<file path="src/rtl/bus_master_port.sv">
// ---------------------------------------------------------------------------
// bus_master_port
//
// Master-side serial bus port. Takes one parallel read/write request, asks
// the arbiter for the bus, then serializes slave ID, address and (for writes)
// data LSB-first on M_DOUT. For reads it collects DATA_WIDTH reply bits from
// S_DIN, sampling only on S_DVALID cycles, and reports them on RSP_RDATA.
//
// Ports
//   CLK, RSTN                 clock (rising edge), async active-low reset
//   REQ_VALID/REQ_READY       request handshake (REQ_READY = port idle)
//   REQ_WE/REQ_SLV/REQ_ADDR/REQ_WDATA  request fields, captured on accept
//   M_BREQ/M_BGRANT           arbiter request / grant
//   M_UTIL/M_ADD/M_DOUT/M_RW  bus-utilised, slave-ID phase, serial bit, r/w
//   S_READY/S_DIN/S_DVALID    slave ready, serial read bit, read bit valid
//   RSP_VALID/RSP_ERR         completion pulse, timeout-abort flag
//   RSP_RDATA                 last completed read data (held)
// ---------------------------------------------------------------------------
module bus_master_port #(
    parameter int ADDR_WIDTH = 12,
    parameter int DATA_WIDTH = 8,
    parameter int TIMEOUT    = 16
) (
    input  logic                  CLK,
    input  logic                  RSTN,
    input  logic                  REQ_VALID,
    output logic                  REQ_READY,
    input  logic                  REQ_WE,
    input  logic [1:0]            REQ_SLV,
    input  logic [ADDR_WIDTH-1:0] REQ_ADDR,
    input  logic [DATA_WIDTH-1:0] REQ_WDATA,
    output logic                  M_BREQ,
    input  logic                  M_BGRANT,
    output logic                  M_UTIL,
    output logic                  M_ADD,
    output logic                  M_DOUT,
    output logic                  M_RW,
    input  logic                  S_READY,
    input  logic                  S_DIN,
    input  logic                  S_DVALID,
    output logic                  RSP_VALID,
    output logic                  RSP_ERR,
    output logic [DATA_WIDTH-1:0] RSP_RDATA
);

    localparam int MAXW = (ADDR_WIDTH > DATA_WIDTH) ? ADDR_WIDTH : DATA_WIDTH;
    localparam int CW   = $clog2(MAXW) + 1;
    localparam int TW   = $clog2(TIMEOUT) + 1;

    localparam logic [CW-1:0] SID_LAST  = CW'(1);
    localparam logic [CW-1:0] ADDR_LAST = CW'(ADDR_WIDTH - 1);
    localparam logic [CW-1:0] DATA_LAST = CW'(DATA_WIDTH - 1);
    localparam logic [TW-1:0] TMO_LAST  = TW'(TIMEOUT - 1);

    typedef enum logic [2:0] {
        IDLE, ARB, SID, WAIT_SLV, ADDR, WDATA, RDATA, DONE
    } state_t;

    state_t                state, state_next;
    logic [CW-1:0]         bit_cnt, bit_cnt_next;
    logic [TW-1:0]         tmo_cnt, tmo_cnt_next;
    logic                  tmo_err, tmo_err_next;
    logic [DATA_WIDTH-1:0] rbuf, rbuf_next;

    // Request shadow registers, loaded on accept
    logic                  we_sh;
    logic [1:0]            slv_sh;
    logic [ADDR_WIDTH-1:0] addr_sh;
    logic [DATA_WIDTH-1:0] wdata_sh;

    logic accept;
    logic breq_next, util_next, add_next, dout_next, rw_next;
    logic rsp_valid_next, rsp_err_next;

    assign REQ_READY = (state == IDLE);
    assign accept    = (state == IDLE) && REQ_VALID;

    // Next-state logic. Outputs are decoded from the *next* state and bit
    // counter so that they can be registered without adding a cycle of lag.
    always_comb begin
        state_next   = state;
        bit_cnt_next = bit_cnt;
        tmo_cnt_next = tmo_cnt;
        tmo_err_next = tmo_err;
        rbuf_next    = rbuf;

        case (state)
            IDLE: begin
                if (REQ_VALID) begin
                    state_next   = ARB;
                    tmo_err_next = 1'b0;
                    rbuf_next    = '0;
                end
            end
            ARB: begin
                if (M_BGRANT) state_next = SID;
            end
            SID: begin
                if (bit_cnt == SID_LAST) state_next = WAIT_SLV;
                else                     bit_cnt_next = bit_cnt + 1'b1;
            end
            WAIT_SLV: begin
                // A ready slave wins over an expiring timeout in the same cycle
                if (S_READY) begin
                    state_next = ADDR;
                end else if (tmo_cnt == TMO_LAST) begin
                    state_next   = DONE;
                    tmo_err_next = 1'b1;
                end else begin
                    tmo_cnt_next = tmo_cnt + 1'b1;
                end
            end
            ADDR: begin
                if (bit_cnt == ADDR_LAST) state_next = we_sh ? WDATA : RDATA;
                else                      bit_cnt_next = bit_cnt + 1'b1;
            end
            WDATA: begin
                if (bit_cnt == DATA_LAST) state_next = DONE;
                else                      bit_cnt_next = bit_cnt + 1'b1;
            end
            RDATA: begin
                if (S_DVALID) begin
                    rbuf_next = rbuf | (DATA_WIDTH'(S_DIN) << bit_cnt);
                    if (bit_cnt == DATA_LAST) state_next = DONE;
                    else                      bit_cnt_next = bit_cnt + 1'b1;
                end
            end
            DONE: begin
                state_next = IDLE;
            end
            default: begin
                state_next = IDLE;
            end
        endcase

        // Every phase starts counting from zero
        if (state_next != state) begin
            bit_cnt_next = '0;
            tmo_cnt_next = '0;
        end

        breq_next      = state_next inside {ARB, SID, WAIT_SLV, ADDR, WDATA, RDATA};
        util_next      = state_next inside {SID, WAIT_SLV, ADDR, WDATA, RDATA};
        add_next       = (state_next == SID);
        rw_next        = util_next && we_sh;
        rsp_valid_next = (state_next == DONE);
        rsp_err_next   = (state_next == DONE) && tmo_err_next;

        // Mask-and-reduce picks the serial bit without leaving unused slice bits
        case (state_next)
            SID:     dout_next = slv_sh[bit_cnt_next[0]];
            ADDR:    dout_next = |(addr_sh & (ADDR_WIDTH'(1) << bit_cnt_next));
            WDATA:   dout_next = |(wdata_sh & (DATA_WIDTH'(1) << bit_cnt_next));
            default: dout_next = 1'b0;
        endcase
    end

    always_ff @(posedge CLK or negedge RSTN) begin
        if (!RSTN) begin
            state     <= IDLE;
            bit_cnt   <= '0;
            tmo_cnt   <= '0;
            tmo_err   <= 1'b0;
            M_BREQ    <= 1'b0;
            M_UTIL    <= 1'b0;
            M_ADD     <= 1'b0;
            M_DOUT    <= 1'b0;
            M_RW      <= 1'b0;
            RSP_VALID <= 1'b0;
            RSP_ERR   <= 1'b0;
            RSP_RDATA <= '0;
        end else begin
            state     <= state_next;
            bit_cnt   <= bit_cnt_next;
            tmo_cnt   <= tmo_cnt_next;
            tmo_err   <= tmo_err_next;
            M_BREQ    <= breq_next;
            M_UTIL    <= util_next;
            M_ADD     <= add_next;
            M_DOUT    <= dout_next;
            M_RW      <= rw_next;
            RSP_VALID <= rsp_valid_next;
            RSP_ERR   <= rsp_err_next;
            // Read data becomes visible in the DONE cycle, including the last bit
            if (state == RDATA && state_next == DONE) RSP_RDATA <= rbuf_next;
        end
    end

    always_ff @(posedge CLK) begin
        if (accept) begin
            we_sh    <= REQ_WE;
            slv_sh   <= REQ_SLV;
            addr_sh  <= REQ_ADDR;
            wdata_sh <= REQ_WDATA;
        end
        rbuf <= rbuf_next;
    end

endmodule

</file>
<file path="config.mk">
export PLATFORM = sky130hd
export DESIGN_NAME = bus_master_port
export DESIGN_NICKNAME = d
export VERILOG_FILES = /design/src/rtl/bus_master_port.sv
export SDC_FILE = /design/constraint.sdc
export NUM_CORES = 1
export LEC_CHECK = 0
export BUFFER_PORTS_ARGS = -buffer_cell sky130_fd_sc_hd__buf_4
export CAP_MARGIN = 20
export CORE_MARGIN = 2
export CORE_UTILIZATION = 45
export CTS_BUF_LIST = sky130_fd_sc_hd__clkbuf_4
export CTS_CLUSTER_SIZE = 28
export DETAILED_ROUTE_END_ITERATION = 12
export PLACE_DENSITY = 0.72
export SKIP_LAST_GASP = 1
export SLEW_MARGIN = 40
export SYNTH_ARGS = -nofsm -noshare
export SYNTH_HDL_FRONTEND = slang
export SYNTH_SLANG_ARGS = --single-unit
</file>
<file path="constraint.sdc">
create_clock -name CLK -period 5 [get_ports CLK]
set_input_delay 0.5 -clock CLK [delete_from_list [all_inputs] [get_ports CLK]]
set_output_delay 0.5 -clock CLK [all_outputs]
set_load 0.05 [all_outputs]
</file>
==> results of run 1 <==
## how the worst min path moves through the flow
stage	depth (start not counted)	slack, ps	end
global placement	1	440	M_RW
finish	1	270	addr_sh[8]
global route	1	240	we_sh
floorplan	0	200	M_ADD
detailed placement	1	440	M_UTIL
CTS	1	260	addr_sh[8]
## synthesized netlist by cell type (3+ instances only)
| master | instances | area [sq um] |
|---|---|---|
| sky130_fd_sc_hd__and3_1 | 5 | 31.28 |
| sky130_fd_sc_hd__and2_1 | 4 | 25.02 |
| sky130_fd_sc_hd__nor3_1 | 5 | 25.02 |
| sky130_fd_sc_hd__a22o_1 | 5 | 43.79 |
| sky130_fd_sc_hd__nor4_1 | 4 | 25.02 |
| sky130_fd_sc_hd__dfxtp_1 | 8 | 160.2 |
| sky130_fd_sc_hd__dfrtp_1 | 29 | 725.7 |
| sky130_fd_sc_hd__nor2b_1 | 4 | 25.02 |
| sky130_fd_sc_hd__buf_6 | 5 | 56.30 |
| sky130_fd_sc_hd__edfxtp_1 | 23 | 690.7 |
| sky130_fd_sc_hd__a21oi_1 | 9 | 45.04 |
| sky130_fd_sc_hd__nand2_1 | 16 | 60.06 |
| sky130_fd_sc_hd__nor2_1 | 26 | 97.59 |
| sky130_fd_sc_hd__nand4_1 | 3 | 18.77 |
| sky130_fd_sc_hd__inv_1 | 8 | 30.03 |
| sky130_fd_sc_hd__a32o_1 | 3 | 30.03 |
| sky130_fd_sc_hd__mux2i_1 | 16 | 160.2 |
| sky130_fd_sc_hd__ha_1 | 4 | 50.05 |
| sky130_fd_sc_hd__mux2_2 | 9 | 101.4 |
| sky130_fd_sc_hd__a21o_1 | 4 | 30.03 |
| sky130_fd_sc_hd__clkbuf_1 | 3 | 11.26 |
| sky130_fd_sc_hd__o21ai_0 | 3 | 15.01 |
| sky130_fd_sc_hd__buf_2 | 4 | 20.02 |
| sky130_fd_sc_hd__a211oi_1 | 3 | 22.52 |
| sky130_fd_sc_hd__nand2b_1 | 6 | 37.54 |
| sky130_fd_sc_hd__nand3_1 | 5 | 25.02 |
| sky130_fd_sc_hd__nor3b_1 | 3 | 22.52 |
| sky130_fd_sc_hd__nor3b_2 | 4 | 50.05 |
## critical path, stage by stage (launching register included)
cell	delay [ps]
sky130_fd_sc_hd__dfrtp_1	630
sky130_fd_sc_hd__inv_1	240
sky130_fd_sc_hd__ha_1	260
sky130_fd_sc_hd__nor3b_2	170
sky130_fd_sc_hd__o211a_1	280
sky130_fd_sc_hd__nor4_1	330
sky130_fd_sc_hd__a21o_1	150
sky130_fd_sc_hd__mux2_2	330
sky130_fd_sc_hd__a222oi_1	220
sky130_fd_sc_hd__nor3b_1	90
sky130_fd_sc_hd__or3b_1	380
## report_power, final
group | switching, mW | internal, mW
combinational | 0.501 | 0.327
clock | 0.185 | 0.151
sequential | 0.107 | 0.610
## cell families (layout without fill, tap and decap cells)
family          Yosys count  after routing
compound gates           58             58
mux                      25             25
buf+inv                  22             71
flops                    60             60
xor+xnor                  3              3
fa+ha+maj                 4              4
simple gates            102            102
## layout make-up
cell class,count,share of cell area [%]
sequential,60,43.08
multi-input combinational,192,39.62
timing repair buffer,46,9.504
tap,96,3.282
clock buffer,9,1.846
clock inverter,7,1.744
inverter,9,0.9231
## layer usage
layer | track usage, % | vias to the layer above
li1 | - | 1126
met1 | 24.98 | 1106
met2 | 28.72 | 75
met3 | 4.336 | 7
met4 | 7.273 | 0
met5 | 0 | -
## layout by cell type (no fill, tap or decap), types with 2 or more instances in the layout
master | synthesis | final
sky130_fd_sc_hd__o21ai_2 | 2 | 2
sky130_fd_sc_hd__nand2b_1 | 6 | 6
sky130_fd_sc_hd__inv_1 | 8 | 8
sky130_fd_sc_hd__mux2_2 | 9 | 9
sky130_fd_sc_hd__clkinv_1 | 0 | 2
sky130_fd_sc_hd__ha_1 | 4 | 4
sky130_fd_sc_hd__clkbuf_4 | 0 | 9
sky130_fd_sc_hd__a31oi_1 | 2 | 2
sky130_fd_sc_hd__a32o_1 | 3 | 3
sky130_fd_sc_hd__mux2i_1 | 16 | 16
sky130_fd_sc_hd__edfxtp_1 | 23 | 23
sky130_fd_sc_hd__inv_4 | 0 | 2
sky130_fd_sc_hd__nor2b_1 | 4 | 4
sky130_fd_sc_hd__dfrtp_1 | 29 | 29
sky130_fd_sc_hd__buf_4 | 1 | 45
sky130_fd_sc_hd__dfxtp_1 | 8 | 8
sky130_fd_sc_hd__nor3_1 | 5 | 5
sky130_fd_sc_hd__a21o_1 | 4 | 4
sky130_fd_sc_hd__a22o_1 | 5 | 5
sky130_fd_sc_hd__and2_1 | 4 | 4
sky130_fd_sc_hd__nand2_1 | 16 | 16
sky130_fd_sc_hd__or3b_1 | 2 | 2
sky130_fd_sc_hd__o21a_1 | 2 | 2
sky130_fd_sc_hd__a221o_1 | 2 | 2
sky130_fd_sc_hd__a21oi_1 | 9 | 9
sky130_fd_sc_hd__nand3_1 | 5 | 5
sky130_fd_sc_hd__or3_1 | 2 | 2
sky130_fd_sc_hd__nor4_1 | 4 | 4
sky130_fd_sc_hd__a211oi_1 | 3 | 3
sky130_fd_sc_hd__nor3b_1 | 3 | 3
sky130_fd_sc_hd__o21ai_1 | 2 | 2
sky130_fd_sc_hd__and3b_1 | 2 | 2
sky130_fd_sc_hd__xor2_1 | 2 | 2
sky130_fd_sc_hd__nand4_1 | 3 | 3
sky130_fd_sc_hd__a221oi_2 | 2 | 2
sky130_fd_sc_hd__o21ai_0 | 3 | 3
sky130_fd_sc_hd__nor2_1 | 26 | 26
sky130_fd_sc_hd__nor3b_2 | 4 | 4
sky130_fd_sc_hd__and3_1 | 5 | 5
## sequential cells by signal, indices dropped and copies added, names as in the netlist, 2 cells and up
signal,count
RSP_RDATA,8
wdata_sh,8
addr_sh,12
bit_cnt,5
slv_sh,2
state,3
tmo_cnt,5
rbuf,8
==> qor_table.md, run 1 <==
| Result | This run |
|---|---|
| Run status | finished, final reports clean |
| Startpoint kind of the worst setup timing path | register |
| Number of diodes | 0 |
| Peak Freq | 315.3 MHz |
| Number of max-slew violations in the final report | 0 |
| Setup Slack @ Placement | 1829 ps |
| Hold WS | 272.4 ps |
| Final critical-path share of the clock period | 63.42% |
| Share of post-route cells with drive strength above 1 | 28.17% |
| CTS Sinks | 60 |
| Number of placed cells counting well taps | 402 |
| Number of flops mapped to enable cells by yosys | 23 |
| Slack of the worst reg-to-reg path | 1830 ps |
| Max layer used | met4 |
| Power density normalized to cell area | 514.1 nW/um^2 |
| Number of max-cap violations | 0 |
| Post-layout min period | 3171 ps |
| Number of detailed-route iterations in the first pass | 4 |
| Simple-gate area share of the yosys netlist | 19.43% |
| Combined area of all synthesized cells | 3156 sq um |
| Maximum VDD drop | 0.0002703 V |
| Setup-failing EPs final | 0 |
| RSZ-0062 raised after global routing | no |
| DR WL met2 | 3.130 mm |
| Slew at the pin closest to its max-slew limit | 606.1 ps |
| Total negative slack for setup checks | 0 ps |
| Post-Place Cell Area | 3518 sq um |
| Crit path capture type | register |
| Wire length of the first global-routing pass | 10.81 mm |
| Synth Flop Type | sky130_fd_sc_hd__dfrtp_1 |
| Final hold vios | 0 |
| Overall power consumption | 1.881 mW |
| Mean area per synthesized cell | 11.52 sq um |
| Final design area excluding fillers | 3660 sq um |
| Multiplexer area fraction after synthesis | 8.287% |
| Post-Route Skew | 18.36 ps |
| Clock Tree Root | sky130_fd_sc_hd__clkbuf_4 |
| Maximum fanout along the worst path | 11 |
| Core utilization of the finished layout | 53.87% |
| Start point of the worst min-delay path | REQ_ADDR[8] |
| Drt total wl | 6.488 mm |
| Signal arrival time at the worst endpoint | 3450 ps |
| Area taken by flip-flops and latches | 1577 sq um |
| Detailed placement HPWL | 4.580 mm |
| Synth warnings | 0 |
| Combinational family with the most area after synthesis | simple AND/OR/NAND/NOR gates |
| Number of nets produced by synthesis | 308 |
| Clk buf depth | 2 |
| Number of instances in the synthesized netlist | 274 |
| Die Span Y | 87.74 microns |
| Kind of critical path | register to register |
| Cell Rows | 30 |
| Endpoint required time on the critical path | 5280 ps |
| Post-synthesis sequential element count | 60 |
| Gr ovfl total | 0 |
| Startpoint of the worst-slack reg-to-reg timing path | bit_cnt[1] |
| Number of global-route vias before repair | 2255 |
| Area of the die | 7698 sq um |
| Fillcell total | 606 |
| Maximum level of the CTS H-tree | 3 |
| M1 WL | 2.847 mm |
| Clock-pin slew on the worst setup and hold paths | 110 ps |
| Overall global routing resource usage | 18.43% |
| Capturing instance or port of the critical path | M_DOUT |
| Worst-case headroom to the max-slew limit | 59.59% |
| Ports placed on the boundary | 46 |
| Starting density of the core | 46.45% |
| Std-Cell Core Area | 6794 sq um |
| Port-buffer cells | 45 |
| Post-synthesis sequential area ratio | 49.96% |
| Fraction of the mapped netlist area in compound gates | 15.82% |
| Via total after detailed routing | 2314 |
| Buffers inserted during post-CTS setup optimization | 0 |
| Synth Area in XOR/XNOR | 0.8327% |
| End of the worst register-to-register path | M_DOUT |
| Via count normalized by instance count | 5.523 |
| Multi-input gate area in the final layout | 1450 sq um |
| Insertion delay to the later sink of the worst-skew pair | 400 ps |
| Setup ws final | 1829 ps |
| WL/cell | 15.48 microns |
| Number of buffers inserted during clock tree synthesis | 9 |
| Final GP Congestion | 0.8835 |
| Crit path from | bit_cnt[1] |
| Number of cells upsized or downsized after cts | 0 |
| Cell Count, Final, Fillers Out | 419 |
| Number of buffers inserted for hold repair after clock tree synthesis | 1 |
| Width of the chip | 87.74 microns |
| Clock tree from TritonCTS | done |
| DRC Markers | 0 |
| Largest net degree at the start of global routing | 30 |
| Number of antenna violations at the first check in global routing | 0 |
| Post-layout nets | 352 |
| Remaining antenna violation count after routing | 0 |
| Growth of design area from synthesis to finish | 15.98% |
| Detailed-routed wire length on met3 | 422 microns |
| Adder-Cell Fraction of Synth Area | 1.586% |
| Leakage | 1.618 nW |
| Type of the worst min-delay path | primary input to register |
| 1st-iter DRT viols | 153 |
| Count of different cell masters after synthesis | 71 |
| Async S/R FF share, synth | 48.33% |
| Reg2Reg Depth | 10 |
Power figures use the tool's default switching activity.
==> run 2, diff against run 1 <==
clock period = 3 ns   (was 5 ns; I/O delays follow)
==> run 2 against run 1 <==
Register-to-register slack worse by 1700 ps. Setup slack worse by 1700 ps. Total power grew 73%. Final cell count is 2.9% higher. Clock-buffer cell count unchanged. Non-clock buffer count increased by 12. Routed wire length increased by 10%. Fmax rose by 11%. Design area is 2.5% higher.
==> qor_table.md, run 2 (synthesis gave the netlist of run 1 again) <==
| Result | This run | vs previous |
|---|---|---|
| Endpoint required time on the critical path | 3290 ps | -1990 ps |
| Starting density of the core | 46.45% | unchanged |
| Wire length of the first global-routing pass | 11.45 mm | +5.9% |
| Fillcell total | 604 | -0.33% |
| Post-Route Skew | 14.12 ps | -4.245 ps |
| Growth of design area from synthesis to finish | 18.91% |  |
| Buffers inserted during post-CTS setup optimization | 0 | unchanged |
| Kind of critical path | register to register |  |
| Port-buffer cells | 45 | unchanged |
| DRC Markers | 0 | unchanged |
| Std-Cell Core Area | 6794 sq um | unchanged |
| Kind of cell adding the most delay to the critical path | simple AND/OR/NAND/NOR gates |  |
| Cell Count, Final, Fillers Out | 431 | +2.9% |
| Number of detailed-route iterations in the first pass | 4 | unchanged |
| Clock Tree Root | sky130_fd_sc_hd__clkbuf_4 |  |
| Startpoint kind of the worst setup timing path | register |  |
| Leading cell types in the layout, fill and taps excluded | sky130_fd_sc_hd__buf_4, sky130_fd_sc_hd__dfrtp_1, sky130_fd_sc_hd__nor2_1 |  |
| Flip-flop count of the largest register after layout | 12 | unchanged |
| Slew at the pin closest to its max-slew limit | 538.1 ps | -68.03 ps |
| Via count normalized by instance count | 5.538 | +0.28% |
| Clk buf depth | 2 | unchanged |
| Share of post-route cells with drive strength above 1 | 31.64% | +3.5 points |
| CTS Sinks | 60 | unchanged |
| Maximum fanout along the worst path | 12 | +1 |
| 1st-iter DRT viols | 131 | -14% |
| Type of the worst min-delay path | primary input to register |  |
| Worst-case headroom to the max-slew limit | 64.05% | +4.5 points |
| Total negative slack for setup checks | 0 ps | unchanged |
| Leakage | 1.682 nW | +4.0% |
| Signal arrival time at the worst endpoint | 3140 ps | -310 ps |
| Clock tree from TritonCTS | done |  |
| Cell Rows | 30 | unchanged |
| Gr ovfl total | 0 | unchanged |
| Critical path buffers and inverters | 0 | -1 |
| Detailed placement HPWL | 5.159 mm | +13% |
| Remaining antenna violation count after routing | 0 | unchanged |
| RSZ-0062 raised after global routing | no |  |
| Post-layout min period | 2854 ps | -317.5 ps |
| Ports placed on the boundary | 46 | unchanged |
| Overall global routing resource usage | 19.69% | +1.3 points |
| Insertion delay to the later sink of the worst-skew pair | 400 ps | about the same |
| Area of the die | 7698 sq um | unchanged |
| Power density normalized to cell area | 866.8 nW/um^2 | +69% |
| Crit path capture type | register |  |
| Peak Freq | 350.4 MHz | +11% |
| Drt total wl | 7.135 mm | +10% |
| Largest register by flop count | addr_sh |  |
| Final critical-path share of the clock period | 95.12% | +32 points |
| Largest net degree at the start of global routing | 30 | unchanged |
| Final GP Congestion | 0.9015 | +2.0% |
| Critical path's largest stage delay | 600 ps | -30 ps |
| Number of max-cap violations | 0 | unchanged |
| WL/cell | 16.55 microns | +6.9% |
| Final hold vios | 0 | unchanged |
| Chain of cells forming the critical path | nor2b_2, a21oi_2, nor4_1, a21o_1, mux2_2, a222oi_1, nor3b_1, or3b_1 |  |
| Number of placed cells counting well taps | 414 | +3.0% |
| Number of diodes | 0 | unchanged |
| Run status | finished, final reports clean |  |
| Cell type of the slowest stage on the worst timing path | sky130_fd_sc_hd__dfrtp_1 |  |
| Clock-pin slew on the worst setup and hold paths | 110 ps | about the same |
| Setup-failing EPs final | 0 | unchanged |
| Die Span Y | 87.74 microns | unchanged |
| Via total after detailed routing | 2387 | +3.2% |
| Number of max-slew violations in the final report | 0 | unchanged |
| Maximum VDD drop | 0.0003639 V | +35% |
| Number of buffers inserted during clock tree synthesis | 9 | unchanged |
| Number of antenna violations at the first check in global routing | 0 | unchanged |
| Maximum level of the CTS H-tree | 3 | unchanged |
| Post-layout nets | 364 | +3.4% |
| Most common library cell in the layout ignoring fill and taps | sky130_fd_sc_hd__buf_4 |  |
| Number of global-route vias before repair | 2293 | +1.7% |
| Width of the chip | 87.74 microns | unchanged |
## run 2: cell count changes in the layout (fill, tap and decap cells not counted), sizes merged
cell    previous run  this run
buf               45        57
inv               12        10
clkinv             3         5
## run 2: per-stage QoR
step / instance area, sq um / power, mW / utilization [%] / hold slack [ps] / setup WS (ps)
2_1_floorplan: 3156 / 2.264 / - / 4.409 / 284.7
3_3_place_gp: 3608 / 2.664 / 53.11 / 245.9 / 258.9
3_5_place_dp: 3608 / 2.697 / 53.11 / 257.7 / 188.8
4_1_cts: 3744 / 3.247 / 55.10 / 43.05 / 170.6
5_1_grt: 3752 / 3.441 / 55.23 / 39.80 / 56.56
6_report: 3752 / 3.253 / 55.23 / 62.82 / 146.3
## run 2: worst paths after layout
kind | startpoint | to | slack, ps | cells after the start
setup / recovery | state[2] | M_DOUT | 150 | 8
hold / removal | REQ_ADDR[5] | addr_sh[5] | 60 | 1
setup reg to reg | state[2] | M_DOUT | 150 | 8
hold reg to reg | rbuf[7] | rbuf[7] | 470 | 2
max in group asynchronous | RSTN | bit_cnt[0] | 2350 | 2
min in group asynchronous | RSTN | M_RW | 350 | 2
## run 2: final cells by class
cell class	count	area, sq um	area share [%]
repair buffers	58	437.9	11.67
clock inverters	7	57.56	1.534
multi-input cells	192	1459	38.88
clock buffers	9	67.56	1.801
well taps	96	120.1	3.201
inverters	9	33.78	0.9003
flip-flops and latches	60	1577	42.01
## run 2: per-layer routing
metal / global-route usage (%) / share of wire (%) / wire (microns)
met1: 26.31 / 46 / 3288
met2: 30.85 / 47 / 3381
met3: 4.901 / 4.1 / 292
met4: 7.832 / 2.4 / 173
met5: 0 / 0 / 0
## run 2: repair_timing
item                                   in CTS  in global routing
setup endpoints to repair                   0                  1
endpoints found under the hold margin      29                  0
hold buffers                                1                  0
resized for setup                           0                  2
## run 2: where the power goes
part / total [mW] / switching [mW] / internal [mW] / leakage (nW)
clock network: 0.540 / 0.297 / 0.243 / 0.0770
logic: 1.56 / 0.928 / 0.634 / 0.939
registers: 1.15 / 0.133 / 1.02 / 0.666
total: 3.25 / 1.36 / 1.89 / 1.68
==> run 3, diff against run 2 <==
clock period = 2.7 ns   (was 3 ns; I/O delays follow)
==> run 3 against run 2 <==
Design area is 4.4% higher. First-iteration DRC count decreased by 31%. Die area unchanged. Flip-flop and latch count stayed put. Sequential power up 7%. Critical path type unchanged. Largest cell class unchanged. Largest power group unchanged.
==> qor_table.md, run 3 (synthesis gave the netlist of run 1 again) <==
| Result | This run | vs previous |
|---|---|---|
| Detailed placement HPWL | 5.216 mm | +1.1% |
| Final GP Congestion | 0.9209 | +2.2% |
| Type of the worst min-delay path | primary input to register |  |
| Most common library cell in the layout ignoring fill and taps | sky130_fd_sc_hd__buf_4 |  |
| Cell type of the slowest stage on the worst timing path | sky130_fd_sc_hd__dfrtp_1 |  |
| Leading cell types in the layout, fill and taps excluded | sky130_fd_sc_hd__buf_4, sky130_fd_sc_hd__dfrtp_1, sky130_fd_sc_hd__nor2_1 |  |
| Slew at the pin closest to its max-slew limit | 463.5 ps | -74.51 ps |
| Clock Tree Root | sky130_fd_sc_hd__clkbuf_4 |  |
| Signal arrival time at the worst endpoint | 2910 ps | -230 ps |
| Worst-case headroom to the max-slew limit | 68.21% | +4.2 points |
| Post-layout nets | 379 | +4.1% |
| RSZ-0062 raised after global routing | yes |  |
| Area of the die | 7698 sq um | unchanged |
| Number of max-slew violations in the final report | 0 | unchanged |
| CTS Sinks | 60 | unchanged |
| Clock tree from TritonCTS | done |  |
| Setup-failing EPs final | 0 | unchanged |
| Startpoint kind of the worst setup timing path | register |  |
| Clk buf depth | 2 | unchanged |
| Cell Rows | 30 | unchanged |
| Final critical-path share of the clock period | 97.57% | +2.4 points |
| Post-layout min period | 2634 ps | -219.2 ps |
| Maximum level of the CTS H-tree | 3 | unchanged |
| Overall power consumption | 3.728 mW | +15% |
| Share of post-route cells with drive strength above 1 | 36.29% | +4.6 points |
| Critical path's largest stage delay | 420 ps | -180 ps |
| Number of max-cap violations | 0 | unchanged |
| Largest register by flop count | addr_sh |  |
| Via total after detailed routing | 2434 | +2.0% |
| DRC Markers | 0 | unchanged |
| Leakage | 1.743 nW | +3.6% |
| Chain of cells forming the critical path | ha_1, and3_1, o211a_4, nor4_2, a21o_1, mux2_2, a222oi_1, nor3b_1, or3b_1 |  |
| Critical path buffers and inverters | 0 | unchanged |
| Std-Cell Core Area | 6794 sq um | unchanged |
| Final hold vios | 0 | unchanged |
| Overall global routing resource usage | 19.76% | +0.071 points |
| Endpoint required time on the critical path | 2980 ps | -310 ps |
| Peak Freq | 379.6 MHz | +8.3% |
| Starting density of the core | 46.45% | unchanged |
| Insertion delay to the later sink of the worst-skew pair | 400 ps | about the same |
| Post-Route Skew | 16.34 ps | +2.227 ps |
| Gr ovfl total | 0 | unchanged |
| Port-buffer cells | 45 | unchanged |
| Width of the chip | 87.74 microns | unchanged |
| Drt total wl | 7.154 mm | +0.27% |
| Clock-pin slew on the worst setup and hold paths | 110 ps | about the same |
| Wire length of the first global-routing pass | 11.65 mm | +1.7% |
| 1st-iter DRT viols | 90 | -31% |
| Crit path capture type | register |  |
| Maximum VDD drop | 0.0005354 V | +47% |
| Total negative slack for setup checks | 0 ps | unchanged |
| Number of detailed-route iterations in the first pass | 4 | unchanged |
| Power density normalized to cell area | 951.5 nW/um^2 | +9.8% |
| Kind of cell adding the most delay to the critical path | simple AND/OR/NAND/NOR gates |  |
| WL/cell | 16.04 microns | -3.1% |
| Remaining antenna violation count after routing | 0 | unchanged |
| Number of buffers inserted during clock tree synthesis | 9 | unchanged |
| Growth of design area from synthesis to finish | 24.15% |  |
| Via count normalized by instance count | 5.457 | -1.5% |
| Kind of critical path | register to register |  |
| Die Span Y | 87.74 microns | unchanged |
| Number of antenna violations at the first check in global routing | 0 | unchanged |
| Number of global-route vias before repair | 2418 | +5.5% |
| Maximum fanout along the worst path | 4 | -8 |
| Ports placed on the boundary | 46 | unchanged |
| Run status | finished, final reports clean |  |
| Number of diodes | 0 | unchanged |
| Flip-flop count of the largest register after layout | 12 | unchanged |
| Largest net degree at the start of global routing | 30 | unchanged |
[run 3: cell types whose count changed in the layout (fill, tap and decap cells not counted), sizes merged]
cell    change
buf        +15
bufinv      -1
clkbuf      +1
[run 3: power breakdown]
| part | internal (mW) | leakage, nW | switching, mW |
|---|---|---|---|
| registers | 1.13 | 0.665 | 0.103 |
| clock network | 0.191 | 0.0677 | 0.326 |
| logic | 0.850 | 1.01 | 1.13 |
| total | 2.17 | 1.74 | 1.56 |
[run 3: final cells by class]
cell class | count | area [sq um]
Timing Repair Buffer | 73 | 550.5
Inverter | 9 | 33.78
Clock buffer | 10 | 75.07
Tap cell | 96 | 120.1
Multi-Input combinational cell | 192 | 1529
Fill cell | 607 | 2877
Clock inverter | 6 | 31.28
Sequential cell | 60 | 1578
[run 3: layer usage]
layer | part of all wire, % | track usage [%]
met1 | 46 | 26.80
met2 | 47 | 30.65
met3 | 4.4 | 4.241
met4 | 2.1 | 8.671
met5 | 0 | 0
[run 3: path summary, 6_finish.rpt]
check | from | slack (ps) | cells after the start | to
setup / recovery | bit_cnt[0] | 70 | 9 | M_DOUT
hold / removal | REQ_WE | 40 | 1 | we_sh
setup reg to reg | bit_cnt[0] | 70 | 9 | M_DOUT
hold reg to reg | rbuf[3] | 470 | 2 | rbuf[3]
max in group asynchronous | RSTN | 2060 | 2 | bit_cnt[2]
min in group asynchronous | RSTN | 310 | 2 | M_UTIL
[run 3: through the flow]
stage / util [%] / cells / worst slack [ps] / area (sq um) / hold WS [ps]
3_5_place_dp: 54.55 / 426 / -15.08 / 3706 / 226.1
2_1_floorplan: - / 274 / 43.20 / 3163 / -25.59
6_report: 57.66 / 446 / 65.55 / 3918 / 41.98
3_3_place_gp: 54.55 / 426 / 58.64 / 3706 / 216.0
4_1_cts: 56.61 / 445 / 20.25 / 3846 / 24.43
5_1_grt: 57.66 / 446 / -70.56 / 3918 / 15.93
[run 3: worst register-to-register path, stage by stage, from the launching register on]
cell and delay (ps):
sky130_fd_sc_hd__dfrtp_1 420, sky130_fd_sc_hd__ha_1 230, sky130_fd_sc_hd__and3_1 220, sky130_fd_sc_hd__o211a_4 290
sky130_fd_sc_hd__nor4_2 200, sky130_fd_sc_hd__a21o_1 160, sky130_fd_sc_hd__mux2_2 340, sky130_fd_sc_hd__a222oi_1 230
sky130_fd_sc_hd__nor3b_1 90, sky130_fd_sc_hd__or3b_1 350
[run 3: timing repair]
item,in CTS,in global routing
hold endpoints to repair,29,0
hold buffers,1,0
gates resized for setup,2,10
setup endpoints to repair,1,1
buffers inserted,2,1
pin swaps,4,7
